`src/rtl/pipe_reg_chain_if.sv`:
```
// Handshake bundle for pipe_reg_chain: upstream valid/ready, downstream valid/ready,
// flush and occupancy count.
interface pipe_reg_chain_if #(
  parameter int unsigned WIDTH = 8,
  parameter int unsigned DEPTH = 3
);
  localparam int unsigned CW = $clog2(DEPTH + 1);

  logic             flush;
  logic             in_valid;
  logic [WIDTH-1:0] in_data;
  logic             in_ready;
  logic             out_valid;
  logic [WIDTH-1:0] out_data;
  logic             out_ready;
  logic [CW-1:0]    count;

  // Source/sink side that talks to the chain
  modport master (
    output flush, in_valid, in_data, out_ready,
    input  in_ready, out_valid, out_data, count
  );

  // The chain itself
  modport slave (
    input  flush, in_valid, in_data, out_ready,
    output in_ready, out_valid, out_data, count
  );
endinterface

```
`src/rtl/pipe_reg_chain.sv`:
```
// Pipeline register chain with valid/ready backpressure, bubble collapsing,
// synchronous flush and a registered occupancy count.
module pipe_reg_chain #(
  parameter int unsigned      WIDTH      = 8,
  parameter int unsigned      DEPTH      = 3,
  parameter logic [WIDTH-1:0] RESET_DATA = '0
) (
  input logic              clk,
  input logic              rst,
  pipe_reg_chain_if.slave  bus
);
  localparam int unsigned CW = $clog2(DEPTH + 1);

  logic [WIDTH-1:0] data_q   [DEPTH];
  logic [WIDTH-1:0] data_nxt [DEPTH];
  logic [DEPTH-1:0] v_q;
  logic [DEPTH-1:0] v_nxt;
  logic [DEPTH-1:0] rdy;
  logic [CW-1:0]    count_q;
  logic [CW-1:0]    count_nxt;

  // Ready ripples from the output side; an empty stage is always ready
  always_comb begin
    rdy            = '0;
    rdy[DEPTH-1]   = !v_q[DEPTH-1] | bus.out_ready;
    for (int i = int'(DEPTH) - 2; i >= 0; i--) begin
      rdy[i] = !v_q[i] | rdy[i+1];
    end
  end

  // Next stage contents; data only moves alongside a valid
  always_comb begin
    v_nxt    = v_q;
    data_nxt = data_q;
    if (bus.flush) begin
      v_nxt = '0;
    end else begin
      if (rdy[0]) begin
        v_nxt[0] = bus.in_valid;
        if (bus.in_valid) data_nxt[0] = bus.in_data;
      end
      for (int i = 1; i < int'(DEPTH); i++) begin
        if (rdy[i]) begin
          v_nxt[i] = v_q[i-1];
          if (v_q[i-1]) data_nxt[i] = data_q[i-1];
        end
      end
    end
  end

  always_comb begin
    count_nxt = '0;
    for (int i = 0; i < int'(DEPTH); i++) begin
      count_nxt = count_nxt + CW'(v_nxt[i]);
    end
  end

  always_ff @(posedge clk or negedge rst) begin
    if (!rst) begin
      v_q     <= '0;
      count_q <= '0;
      for (int i = 0; i < int'(DEPTH); i++) data_q[i] <= RESET_DATA;
    end else begin
      v_q     <= v_nxt;
      count_q <= count_nxt;
      for (int i = 0; i < int'(DEPTH); i++) data_q[i] <= data_nxt[i];
    end
  end

  assign bus.in_ready  = rdy[0] & !bus.flush;
  assign bus.out_valid = v_q[DEPTH-1];
  assign bus.out_data  = data_q[DEPTH-1];
  assign bus.count     = count_q;
endmodule

```
`src/flat_wrapper.sv`:
```
// flat-port wrapper written by rule: the top's interface ports become plain ports
module pipe_reg_chain_flat 
#(
  parameter int unsigned      WIDTH      = 8,
  parameter int unsigned      DEPTH      = 3,
  parameter logic [WIDTH-1:0] RESET_DATA = '0
)
  (clk, rst, bus_flush, bus_in_valid, bus_in_data, bus_out_ready, bus_in_ready, bus_out_valid, bus_out_data, bus_count);
  pipe_reg_chain_if #(.WIDTH(WIDTH), .DEPTH(DEPTH)) bus_i ();
  input logic clk;
  input logic rst;
  input wire logic [$bits(bus_i.flush)-1:0] bus_flush;
  input wire logic [$bits(bus_i.in_valid)-1:0] bus_in_valid;
  input wire logic [$bits(bus_i.in_data)-1:0] bus_in_data;
  input wire logic [$bits(bus_i.out_ready)-1:0] bus_out_ready;
  output wire logic [$bits(bus_i.in_ready)-1:0] bus_in_ready;
  output wire logic [$bits(bus_i.out_valid)-1:0] bus_out_valid;
  output wire logic [$bits(bus_i.out_data)-1:0] bus_out_data;
  output wire logic [$bits(bus_i.count)-1:0] bus_count;
  assign bus_i.flush = bus_flush;
  assign bus_i.in_valid = bus_in_valid;
  assign bus_i.in_data = bus_in_data;
  assign bus_i.out_ready = bus_out_ready;
  assign bus_in_ready = bus_i.in_ready;
  assign bus_out_valid = bus_i.out_valid;
  assign bus_out_data = bus_i.out_data;
  assign bus_count = bus_i.count;
  pipe_reg_chain #(.WIDTH(WIDTH), .DEPTH(DEPTH), .RESET_DATA(RESET_DATA)) u_core (.clk(clk), .rst(rst), .bus(bus_i));
endmodule
```
`config.mk`:
```
export PLATFORM = sky130hd
export DESIGN_NAME = pipe_reg_chain_flat
export DESIGN_NICKNAME = d
export VERILOG_FILES = /design/src/rtl/pipe_reg_chain_if.sv /design/src/rtl/pipe_reg_chain.sv /design/src/flat_wrapper.sv
export SDC_FILE = /design/constraint.sdc
export NUM_CORES = 1
export LEC_CHECK = 0
export ABC_AREA = 0
export CAP_MARGIN = 20
export CELL_PAD_IN_SITES_DETAIL_PLACEMENT = 2
export CELL_PAD_IN_SITES_GLOBAL_PLACEMENT = 2
export CORE_ASPECT_RATIO = 1.2
export CORE_MARGIN = 2
export CORE_UTILIZATION = 34
export DETAILED_ROUTE_END_ITERATION = 6
export PLACE_DENSITY = 0.76
export SKIP_LAST_GASP = 1
export SYNTH_ARGS = -nofsm -noshare
export SYNTH_HDL_FRONTEND = slang
export SYNTH_SLANG_ARGS = --single-unit
```
`constraint.sdc`:
```
create_clock -name clk -period 1.8 [get_ports clk]
set_input_delay 0.36 -clock clk [delete_from_list [all_inputs] [get_ports clk]]
set_output_delay 0.36 -clock clk [all_outputs]
set_load 0.02 [all_outputs]
```
==> metrics.md, run 1 <==
| Metric | Value |
|---|---|
| Status | finished, final reports clean |
| Clk buf depth | 2 |
| Die area | 3910 um2 |
| Num rows | 23 |
| # port buffers | 24 |
| Worst setup margin | 0.0498 ns |
| Diodes inserted | 0 |
| Minimum clock period | 1.75 ns |
| Worst Path Max Fanout | 8 |
| Switching Share | 26.7% |
| Worst IR Drop VDD | 716 uV |
| Global route overflow | 0 |
| Nature of the critical path endpoint | flip-flop |
| Vias per Instance | 4.98 |
| Worst path cell trace | clkdlybuf4s50_1 > and4b_1 > or3b_1 > buf_4 > mux2_1 |
| Top-area cell type share of the netlist area | 62.3% |
| Place WS | -0.304 ns |
| Clock network power share | 29.9% |
| Crit path max-delay family | buffers and inverters |
| Initial antenna violation count | 0 |
| Hold buffer count at cts | 0 |
| Via Count | 707 |
| Endpoints failing setup | 0 |
| Worst clock skew | 0.00329 ns |
| WL final | 2230 um |
| Per-cell routed wire length | 15.7 um |
| Vias in the first global route | 741 |
| Crit Path Category | in2reg |
| Int Pwr | 1.44 mW |
| Syn Area/Cell | 14.9 um2 |
| Post-layout util | 46.2% |
| Final period util | 97.2% |
| Sink Count | 29 |
| Pwr dens | 1280 nW/um2 |
| 1st-iter DRT viols | 7 |
| Fin Hold WS | 0.465 ns |
| Crit path buf inv count | 2 |
| First-pass GRT wire length | 3680 um |
| Die height | 68.1 um |
| First drt pass iteration count | 3 |
| Hold Path Class | in2async |
| Final HPWL DP | 1660 um |
| Layout overhead on the synthesized area | 31.4% |
| CP Launch Type | input port |
| Final ANT Viol Nets | 0 |
| Worst-Margin Slew | 0.368 ns |
| Dominant cell type by area after synthesis | dfrtp_1 |
| Register area | 726 um2 |
| Multi-input gate area | 360 um2 |
| Largest net degree at the start of global routing | 30 |
| Synth warnings | 0 |
| CTS tree | yes |
| Chip Width | 57.4 um |
| Cells after Synth | 78 |
| Maximum capacitance violations | 0 |
| Setup repair bufs after CTS | 0 |
| Main combinational cell family by area after synthesis | multiplexers |
| Crit path DAT | 1.90 ns |
| Post-synth top cells | dfrtp_1, mux2_2, buf_4, mux2_1, nor2_1 |
| Core area | 3310 um2 |
| Flop pwr share | 45.4% |
| # DRC | 0 |
| CP peak stage delay | 0.47 ns |
| Total power | 1.96 mW |
| Multiplexer area fraction after synthesis | 23.2% |
| Combinational Power Share | 24.7% |
| Critical Path RT | 1.95 ns |
| Leak | 0.680 nW |
| Synth Area in Adders | 1.72% |
| Synth Register Bits | 29 |
| Synth Area in XOR/XNOR | 0% |
| F_max | 571 MHz |
| Sw power | 0.524 mW |
| Slew Limit Fails | 0 |
| Most common cell in the netlist | dfrtp_1 |
| RSZ-0062 raised after global routing | false |
| Top Ports | 25 |
| Fraction of layout cells with a size suffix above 1 | 30.5% |
| Root Driver | clkbuf_8 |
| H-tree levels | 2 |
| Slowest CP cell | clkdlybuf4s50_1 |
| Distinct cells, synth | 14 |
| Slew margin rel. | 75.5% |
| Async set-reset flop share out of synthesis | 100% |
| Synth Area in Compound Gates | 1.18% |
| TritonCTS Buffers | 5 |
| Post-route insts no fill | 142 |
| Post-synth top flop | dfrtp_1 |
| GRT Overall Usage | 13.6% |
| Final instance area | 1530 um2 |
| Number of synthesized flops with an enable pin | 0 |
| Top post-synthesis cells by area | dfrtp_1, mux2_2, mux2_1 |
| Reg clk slew, reported paths | 0.06 ns |
| TNS Setup | 0 ns |
| Final hold viol count | 0 |
| Worst reg-to-reg setup slack | 0.17 ns |
| Post-CTS sizing | 3 |
| Layout Nets | 118 |
| DP Cell Count | 134 |
| Synthesized area | 1160 um2 |
| Simple-Gate Fraction of Synth Area | 4.83% |
| Synth Net Count | 92 |
| Initial core utilization | 35.2% |
| Layout filler cell count | 341 |
| Clock latency on the worst-skew pair | 0.28 ns |
| Sequential area share after synthesis | 62.3% |
| Area after DPL | 1430 um2 |
| Gp weighted congestion | 0.628 |
## final timing paths
| path | from | to | depth (start not counted) |
|---|---|---|---|
| max in group asynchronous | rst | u_core.v_q[2]$_DFF_PN0_ | 2 |
| max reg2reg | u_core.v_q[0]$_DFF_PN0_ | u_core.data_q[21]$_DFFE_PN0P_ | 4 |
| min in group clk | u_core.data_q[22]$_DFFE_PN0P_ | u_core.data_q[22]$_DFFE_PN0P_ | 1 |
| min reg2reg | u_core.data_q[22]$_DFFE_PN0P_ | u_core.data_q[22]$_DFFE_PN0P_ | 1 |
| min | rst | u_core.data_q[12]$_DFFE_PN0P_ | 2 |
| max | bus_out_ready | u_core.data_q[21]$_DFFE_PN0P_ | 5 |
## cells in the final DEF (no fill, tap or decap), types with 5 or more instances in the layout
cell / count
clkbuf_8: 7
clkdlybuf4s50_1: 23
buf_4: 5
nor2_1: 6
mux2_2: 16
mux2_1: 8
dfrtp_1: 29
## power by group through the flow
stage / logic [mW] / clock network, mW / registers [mW]
after floorplan: 0.364 / 0 / 0.881
after global placement: 0.483 / 0 / 0.892
after detailed placement: 0.496 / 0 / 0.908
after CTS: 0.497 / 0.602 / 0.896
after global routing: 0.523 / 0.638 / 0.913
final: 0.485 / 0.587 / 0.891
## worst register-to-register path, cell delays in order (launching register included)
cell     delay [ns]
dfrtp_1        0.41
and4b_1        0.24
or3b_1         0.35
buf_4          0.18
mux2_1         0.33
## cell type report
type,instances,area share [%]
inverters,1,0.245
well taps,37,3.03
flip-flops and latches,29,47.4
clock inverters,1,0.327
multi-input cells,37,23.5
repair buffers,30,19.1
clock buffers,7,6.30
## cells by family after synthesis
kind of cell	Yosys count
compound gates	2
fa+ha+maj	1
buf+inv	12
flops	29
mux	24
simple gates	10
## flip-flops by register name, indices dropped and copies added (netlist names)
name,cells
u_core.bus.count,2
u_core.data_q,16
u_core.bus.out_data,8
u_core.v_q,3
## layer usage
layer	share of wire, %	vias up	global-route usage [%]
met5	0	-	0
met4	2.4	0	6.98
met3	6.1	6	5.48
met2	53	21	22.7
met1	39	371	15.0
li1	-	309	-
Note: power is estimated with default switching activity, not from simulation.
==> run 2: changes to the inputs <==
--- a/config.mk
+++ b/config.mk
@@ -9,10 +9,11 @@
 export CAP_MARGIN = 20
 export CELL_PAD_IN_SITES_DETAIL_PLACEMENT = 2
 export CELL_PAD_IN_SITES_GLOBAL_PLACEMENT = 2
-export CORE_ASPECT_RATIO = 1.2
-export CORE_MARGIN = 2
+export CORE_ASPECT_RATIO = 1.5
+export CORE_MARGIN = 3
 export CORE_UTILIZATION = 34
 export DETAILED_ROUTE_END_ITERATION = 6
+export GPL_ROUTABILITY_DRIVEN = 0
 export PLACE_DENSITY = 0.76
 export SKIP_LAST_GASP = 1
 export SYNTH_ARGS = -nofsm -noshare
==> metrics.md, run 2 (synthesis gave the netlist of run 1 again) <==
| Metric | Value |
|---|---|
| Int Pwr | 1.39 mW (-3.0%) |
| R2R depth | 4 (unchanged) |
| # port buffers | 24 (unchanged) |
| Crit path DAT | 1.80 ns (-0.10 ns) |
| CTS tree | yes |
| Slew margin rel. | 75.7% (+0.22 points) |
| Initial antenna violation count | 0 (unchanged) |
| Pwr dens | 1250 nW/um2 (-2.4%) |
| Critical Path RT | 1.95 ns (about the same) |
| Post-CTS sizing | 4 (+1) |
| Layout overhead on the synthesized area | 30.2% |
| Max reg flops | 16 (unchanged) |
| Worst clock skew | 0.00166 ns (-0.00163 ns) |
| Fraction of layout cells with a size suffix above 1 | 29.1% (-1.3 points) |
| Sink Count | 29 (unchanged) |
| Worst reg-to-reg setup slack | 0.15 ns (-0.02 ns) |
| Nature of the critical path endpoint | flip-flop |
| Num rows | 25 (+8.7%) |
| Worst IR Drop VDD | 604 uV (-16%) |
| Final HPWL DP | 1720 um (+3.9%) |
| Commonest non-fill, non-tap cells in the layout | dfrtp_1, clkdlybuf4s50_1, mux2_2, mux2_1 |
| CP Launch Type | flip-flop |
| Maximum capacitance violations | 0 (unchanged) |
| Fin Hold WS | 0.471 ns (+0.00650 ns) |
| Hold Path Class | in2async |
| Commonest non-fill, non-tap cell in the layout | dfrtp_1 |
| CP startpoint | u_core.v_q[1]$_DFF_PN0_ |
| Worst-Margin Slew | 0.365 ns (-0.00327 ns) |
| GRT Overall Usage | 14.3% (+0.71 points) |
| RR Startpoint | u_core.v_q[1]$_DFF_PN0_ |
| Chip Width | 53.8 um (-6.3%) |
| Minimum clock period | 1.65 ns (-0.101 ns) |
| Multi-input gate area | 363 um2 (+0.69%) |
| Setup repair bufs after CTS | 0 (unchanged) |
| Hold buffer count at cts | 0 (unchanged) |
| Flop pwr share | 46.9% (+1.5 points) |
| DP Cell Count | 136 (+1.5%) |
| Layout filler cell count | 328 (-3.8%) |
| Largest net degree at the start of global routing | 30 (unchanged) |
| Die height | 77.7 um (+14%) |
| First-pass GRT wire length | 4020 um (+9.0%) |
| RSZ-0062 raised after global routing | false |
| Diodes inserted | 0 (unchanged) |
| Worst path cell trace | and4b_1 > or3b_1 > buf_4 > mux2_1 |
| Die area | 4180 um2 (+6.8%) |
| 1st-iter DRT viols | 20 (+13) |
| Reg with most FFs | u_core.data_q |
| Crit path max-delay family | simple AND/OR/NAND/NOR gates |
| Initial core utilization | 36.2% (+0.96 points) |
| Sw power | 0.503 mW (-4.0%) |
| Vias per Instance | 4.73 (-4.9%) |
| Worst Path Max Fanout | 5 (-3) |
| Register area | 726 um2 (unchanged) |
| Switching Share | 26.5% (-0.21 points) |
| H-tree levels | 2 (unchanged) |
| CP peak stage delay | 0.43 ns (-0.04 ns) |
| Post-route insts no fill | 143 (+0.70%) |
| Clock network power share | 27.4% (-2.5 points) |
| Via Count | 677 (-4.2%) |
| # DRC | 0 (unchanged) |
| Vias in the first global route | 789 (+6.5%) |
| Slowest CP cell | dfrtp_1 |
| First drt pass iteration count | 2 (-1) |
| Status | finished, final reports clean |
| Combinational Power Share | 25.8% (+1.1 points) |
| Clock latency on the worst-skew pair | 0.28 ns (about the same) |
| Final hold viol count | 0 (unchanged) |
| Core area | 3220 um2 (-2.6%) |
| TNS Setup | 0 ns (unchanged) |
| TritonCTS Buffers | 5 (unchanged) |
| WL final | 2360 um (+5.8%) |
| Slew Limit Fails | 0 (unchanged) |
| Layout Nets | 117 (-0.85%) |
| Crit Path Category | reg2reg |
| Final period util | 91.6% (-5.6 points) |
| Crit path buf inv count | 1 (-1) |
| Clk buf depth | 2 (unchanged) |
| Final ANT Viol Nets | 0 (unchanged) |
| Leak | 0.674 nW (-0.93%) |
| FF-to-FF End | u_core.data_q[16]$_DFFE_PN0P_ |
| Per-cell routed wire length | 16.5 um (+5.0%) |
| F_max | 606 MHz (+6.1%) |
| Reg clk slew, reported paths | 0.06 ns (about the same) |
| Top Ports | 25 (unchanged) |
| Root Driver | clkbuf_8 |
| Endpoints failing setup | 0 (unchanged) |
| Global route overflow | 0 (unchanged) |
-- run 2: cell count changes in the layout (fill, tap and decap cells not counted), sizes merged --
cell and delta:
buf -1, clkdlybuf4s50 -1, clkinv -1, dlymetal6s2s +1
-- run 2: power by group through the flow --
stage | combinational [mW] | clock (mW) | sequential, mW
after floorplan | 0.364 | 0 | 0.881
after detailed placement | 0.501 | 0 | 0.905
after global placement | 0.481 | 0 | 0.889
after global routing | 0.531 | 0.575 | 0.909
final | 0.489 | 0.519 | 0.889
after CTS | 0.502 | 0.548 | 0.892
-- run 2: final cells by class --
cell class                      count  share of cell area [%]
Tap cell                           40                    3.30
Inverter                            1                   0.248
Multi-Input combinational cell     37                    23.9
Clock buffer                        7                    5.69
Timing Repair Buffer               29                    19.0
Sequential cell                    29                    47.9
-- run 2: stage by stage --
| stage | setup slack [ns] | util (%) | total power [mW] | instance area [um2] |
|---|---|---|---|---|
| final | 0.151 | 47.1 | 1.90 | 1520 |
| after floorplan | 0.195 | - | 1.24 | 1160 |
| after global routing | 0.102 | 47.1 | 2.02 | 1520 |
| after global placement | -0.288 | 44.4 | 1.37 | 1430 |
| after detailed placement | -0.347 | 44.4 | 1.41 | 1430 |
| after CTS | 0.00158 | 46.9 | 1.94 | 1510 |
-- run 2: worst max path at each step --
stage / end / slack (ns) / cells past startpoint
5_1_grt: u_core.data_q[16]$_DFFE_PN0P_ / 0.10 / 4
3_5_place_dp: bus_in_ready / -0.35 / 4
6_report: u_core.data_q[16]$_DFFE_PN0P_ / 0.15 / 4
2_1_floorplan: u_core.bus.out_data[0]$_DFFE_PN0P_ / 0.20 / 4
4_1_cts: u_core.data_q[17]$_DFFE_PN0P_ / 0.002 / 5
3_3_place_gp: bus_in_ready / -0.29 / 4
-- run 2: routing by layer --
layer	GRT usage (%)	part of all wire (%)	vias to the layer above	wire (um)
met5	0	0	-	0
met4	8.44	2.8	0	65
met3	6.33	5.7	8	135
met2	23.5	57	19	1340
met1	14.2	35	345	815
li1	-	-	305	-
==> run 3: changes to the inputs <==
--- a/config.mk
+++ b/config.mk
@@ -11,10 +11,11 @@
 export CELL_PAD_IN_SITES_GLOBAL_PLACEMENT = 2
 export CORE_ASPECT_RATIO = 1.5
 export CORE_MARGIN = 3
-export CORE_UTILIZATION = 34
+export CORE_UTILIZATION = 41
 export DETAILED_ROUTE_END_ITERATION = 6
+export DONT_BUFFER_PORTS = 1
 export GPL_ROUTABILITY_DRIVEN = 0
-export PLACE_DENSITY = 0.76
+export PLACE_DENSITY = 0.74
 export SKIP_LAST_GASP = 1
 export SYNTH_ARGS = -nofsm -noshare
 export SYNTH_HDL_FRONTEND = slang
==> metrics.md, run 3 (synthesis gave the netlist of run 1 again) <==
| Metric | Value |
|---|---|
| Status | finished, final reports clean |
| Post-CTS sizing | 0 (-4) |
| Flop pwr share | 53.1% (+6.2 points) |
| Final hold viol count | 0 (unchanged) |
| First-pass GRT wire length | 3550 um (-12%) |
| Slew Limit Fails | 0 (unchanged) |
| Worst path cell trace | and4b_1 > or3b_1 > mux2_1 |
| Setup repair bufs after CTS | 0 (unchanged) |
| Combinational Power Share | 10.0% (-16 points) |
| Reg with most FFs | u_core.data_q |
| Worst-Margin Slew | 0.382 ns (+0.0173 ns) |
| Worst setup margin | 0.104 ns (-0.0470 ns) |
| Switching Share | 26.6% (+0.093 points) |
| Endpoints failing setup | 0 (unchanged) |
| Sink Count | 29 (unchanged) |
| Met3 Track Usage GR | 7.48% (+1.2 points) |
| H-tree levels | 2 (unchanged) |
| Root Driver | clkbuf_8 |
| Fin Hold WS | 0.170 ns (-0.301 ns) |
| Final ANT Viol Nets | 0 (unchanged) |
| Minimum clock period | 1.70 ns (+0.0470 ns) |
| Crit path max-delay family | simple AND/OR/NAND/NOR gates |
| Commonest non-fill, non-tap cells in the layout | dfrtp_1, mux2_2, mux2_1, nor2_1, clkbuf_8 |
| # port buffers | 0 (-100%) |
| Layout Nets | 91 (-22%) |
| Worst IR Drop VDD | 759 uV (+26%) |
| # DRC | 0 (unchanged) |
| Top Ports | 25 (unchanged) |
| TritonCTS Buffers | 5 (unchanged) |
| Vias in the first global route | 673 (-15%) |
| 1st-iter DRT viols | 12 (-40%) |
| Critical Path RT | 1.96 ns (about the same) |
| Chip Width | 49.5 um (-7.9%) |
| WL final | 2080 um (-12%) |
| Met1 GRT Util | 15.3% (+1.2 points) |
| Core area | 2710 um2 (-16%) |
| Vias per Instance | 4.97 (+4.9%) |
| Nature of the critical path endpoint | flip-flop |
| CP Launch Type | flip-flop |
| Crit path DAT | 1.85 ns (+0.05 ns) |
| Crit path buf inv count | 0 (-1) |
| Fraction of layout cells with a size suffix above 1 | 34.6% (+5.5 points) |
| Reg clk slew, reported paths | 0.06 ns (about the same) |
| First drt pass iteration count | 3 (+1) |
| Int Pwr | 1.38 mW (-0.90%) |
| Largest net degree at the start of global routing | 30 (unchanged) |
| Sw power | 0.501 mW (-0.43%) |
| Initial core utilization | 43.1% (+6.9 points) |
| Per-cell routed wire length | 18.1 um (+9.5%) |
| Slowest CP cell | or3b_1 |
| Via Count | 571 (-16%) |
| Maximum capacitance violations | 0 (unchanged) |
| GR peak layer | met2 |
| Clk buf depth | 2 (unchanged) |
| Worst Path Max Fanout | 8 (+3) |
| Max reg flops | 16 (unchanged) |
| Slew margin rel. | 74.4% (-1.2 points) |
| Final period util | 94.2% (+2.6 points) |
| Place WS | 0.108 ns (+0.455 ns) |
| Commonest non-fill, non-tap cell in the layout | dfrtp_1 |
| Worst clock skew | 0.00674 ns (+0.00508 ns) |
| Die height | 71.3 um (-8.2%) |
| Hold buffer count at cts | 2 (+2) |
| Leak | 0.576 nW (-15%) |
| Initial antenna violation count | 0 (unchanged) |
| CTS tree | yes |
| GR Util met2 | 23.0% (-0.57 points) |
| Layout overhead on the synthesized area | 11.1% |
| GRT Overall Usage | 14.5% (+0.15 points) |
| CP peak stage delay | 0.54 ns (+0.11 ns) |
| Hold Path Class | in2reg |
| Clock latency on the worst-skew pair | 0.28 ns (about the same) |
| Clock network power share | 36.9% (+9.5 points) |
| Area after DPL | 1140 um2 (-20%) |
| F_max | 590 MHz (-2.8%) |
| Num rows | 23 (-8.0%) |
| Die area | 3530 um2 (-16%) |
| TNS Setup | 0 ns (unchanged) |
| Diodes inserted | 0 (unchanged) |
| Global route overflow | 0 (unchanged) |
| Pwr dens | 1460 nW/um2 (+16%) |
| Final instance area | 1290 um2 (-15%) |
| Crit Path Category | reg2reg |
| RSZ-0062 raised after global routing | false |
## run 3: cell types whose count changed in the layout (fill, tap and decap cells not counted)
cell and change:
clkbuf_1 -1, bufinv_16 +1, dlygate4sd3_1 +1, buf_2 -1
nor2b_2 -1, clkinvlp_4 +1, nor2b_1 +1, clkdlybuf4s50_1 -22
buf_4 -3, dlymetal6s2s_1 -1
## run 3: final cells by class
class	instances	area, um2
clock buffer	6	82.6
fill	278	1410
multi-input combinational	37	360
sequential	29	726
tap	37	46.3
inverter	1	3.75
clock inverter	2	37.5
timing repair buffer	3	37.5
## run 3: worst reg2reg max path, stage by stage (launching register included)
cell,delay [ns]
dfrtp_1,0.40
and4b_1,0.25
or3b_1,0.54
mux2_1,0.40
## run 3: path summary, 6_finish.rpt
check / startpoint / to / slack (ns) / cells after the start
worst max register to register: u_core.v_q[0]$_DFF_PN0_ / u_core.data_q[20]$_DFFE_PN0P_ / 0.10 / 3
worst max-delay path: u_core.v_q[0]$_DFF_PN0_ / u_core.data_q[20]$_DFFE_PN0P_ / 0.10 / 3
worst min register to register: u_core.data_q[18]$_DFFE_PN0P_ / u_core.data_q[18]$_DFFE_PN0P_ / 0.49 / 1
worst min-delay path: bus_flush / u_core.v_q[2]$_DFF_PN0_ / 0.17 / 1
min in group asynchronous: rst / u_core.data_q[9]$_DFFE_PN0P_ / 0.52 / 2
max in group asynchronous: rst / u_core.bus.out_data[7]$_DFFE_PN0P_ / 1.12 / 2
## run 3: routing by layer
| layer | share of wire (%) | vias up |
|---|---|---|
| li1 | - | 257 |
| met1 | 38 | 289 |
| met2 | 52 | 20 |
| met3 | 7.3 | 5 |
| met4 | 2.6 | 0 |
| met5 | 0 | - |
## run 3: per-stage QoR
step	utilization, %	power [mW]	std cells
2_1_floorplan	-	1.24	78
3_5_place_dp	42.3	1.19	105
3_3_place_gp	42.3	1.17	105
4_1_cts	47.8	1.92	115
6_report	47.8	1.88	115
5_1_grt	47.8	1.98	115
## run 3: power groups by stage
stage / combinational [mW] / clock (mW) / sequential, mW
after floorplan: 0.364 / 0 / 0.881
after global placement: 0.159 / 0 / 1.01
after detailed placement: 0.174 / 0 / 1.02
after CTS: 0.195 / 0.718 / 1.00
after global routing: 0.214 / 0.745 / 1.02
final: 0.188 / 0.695 / 1.00
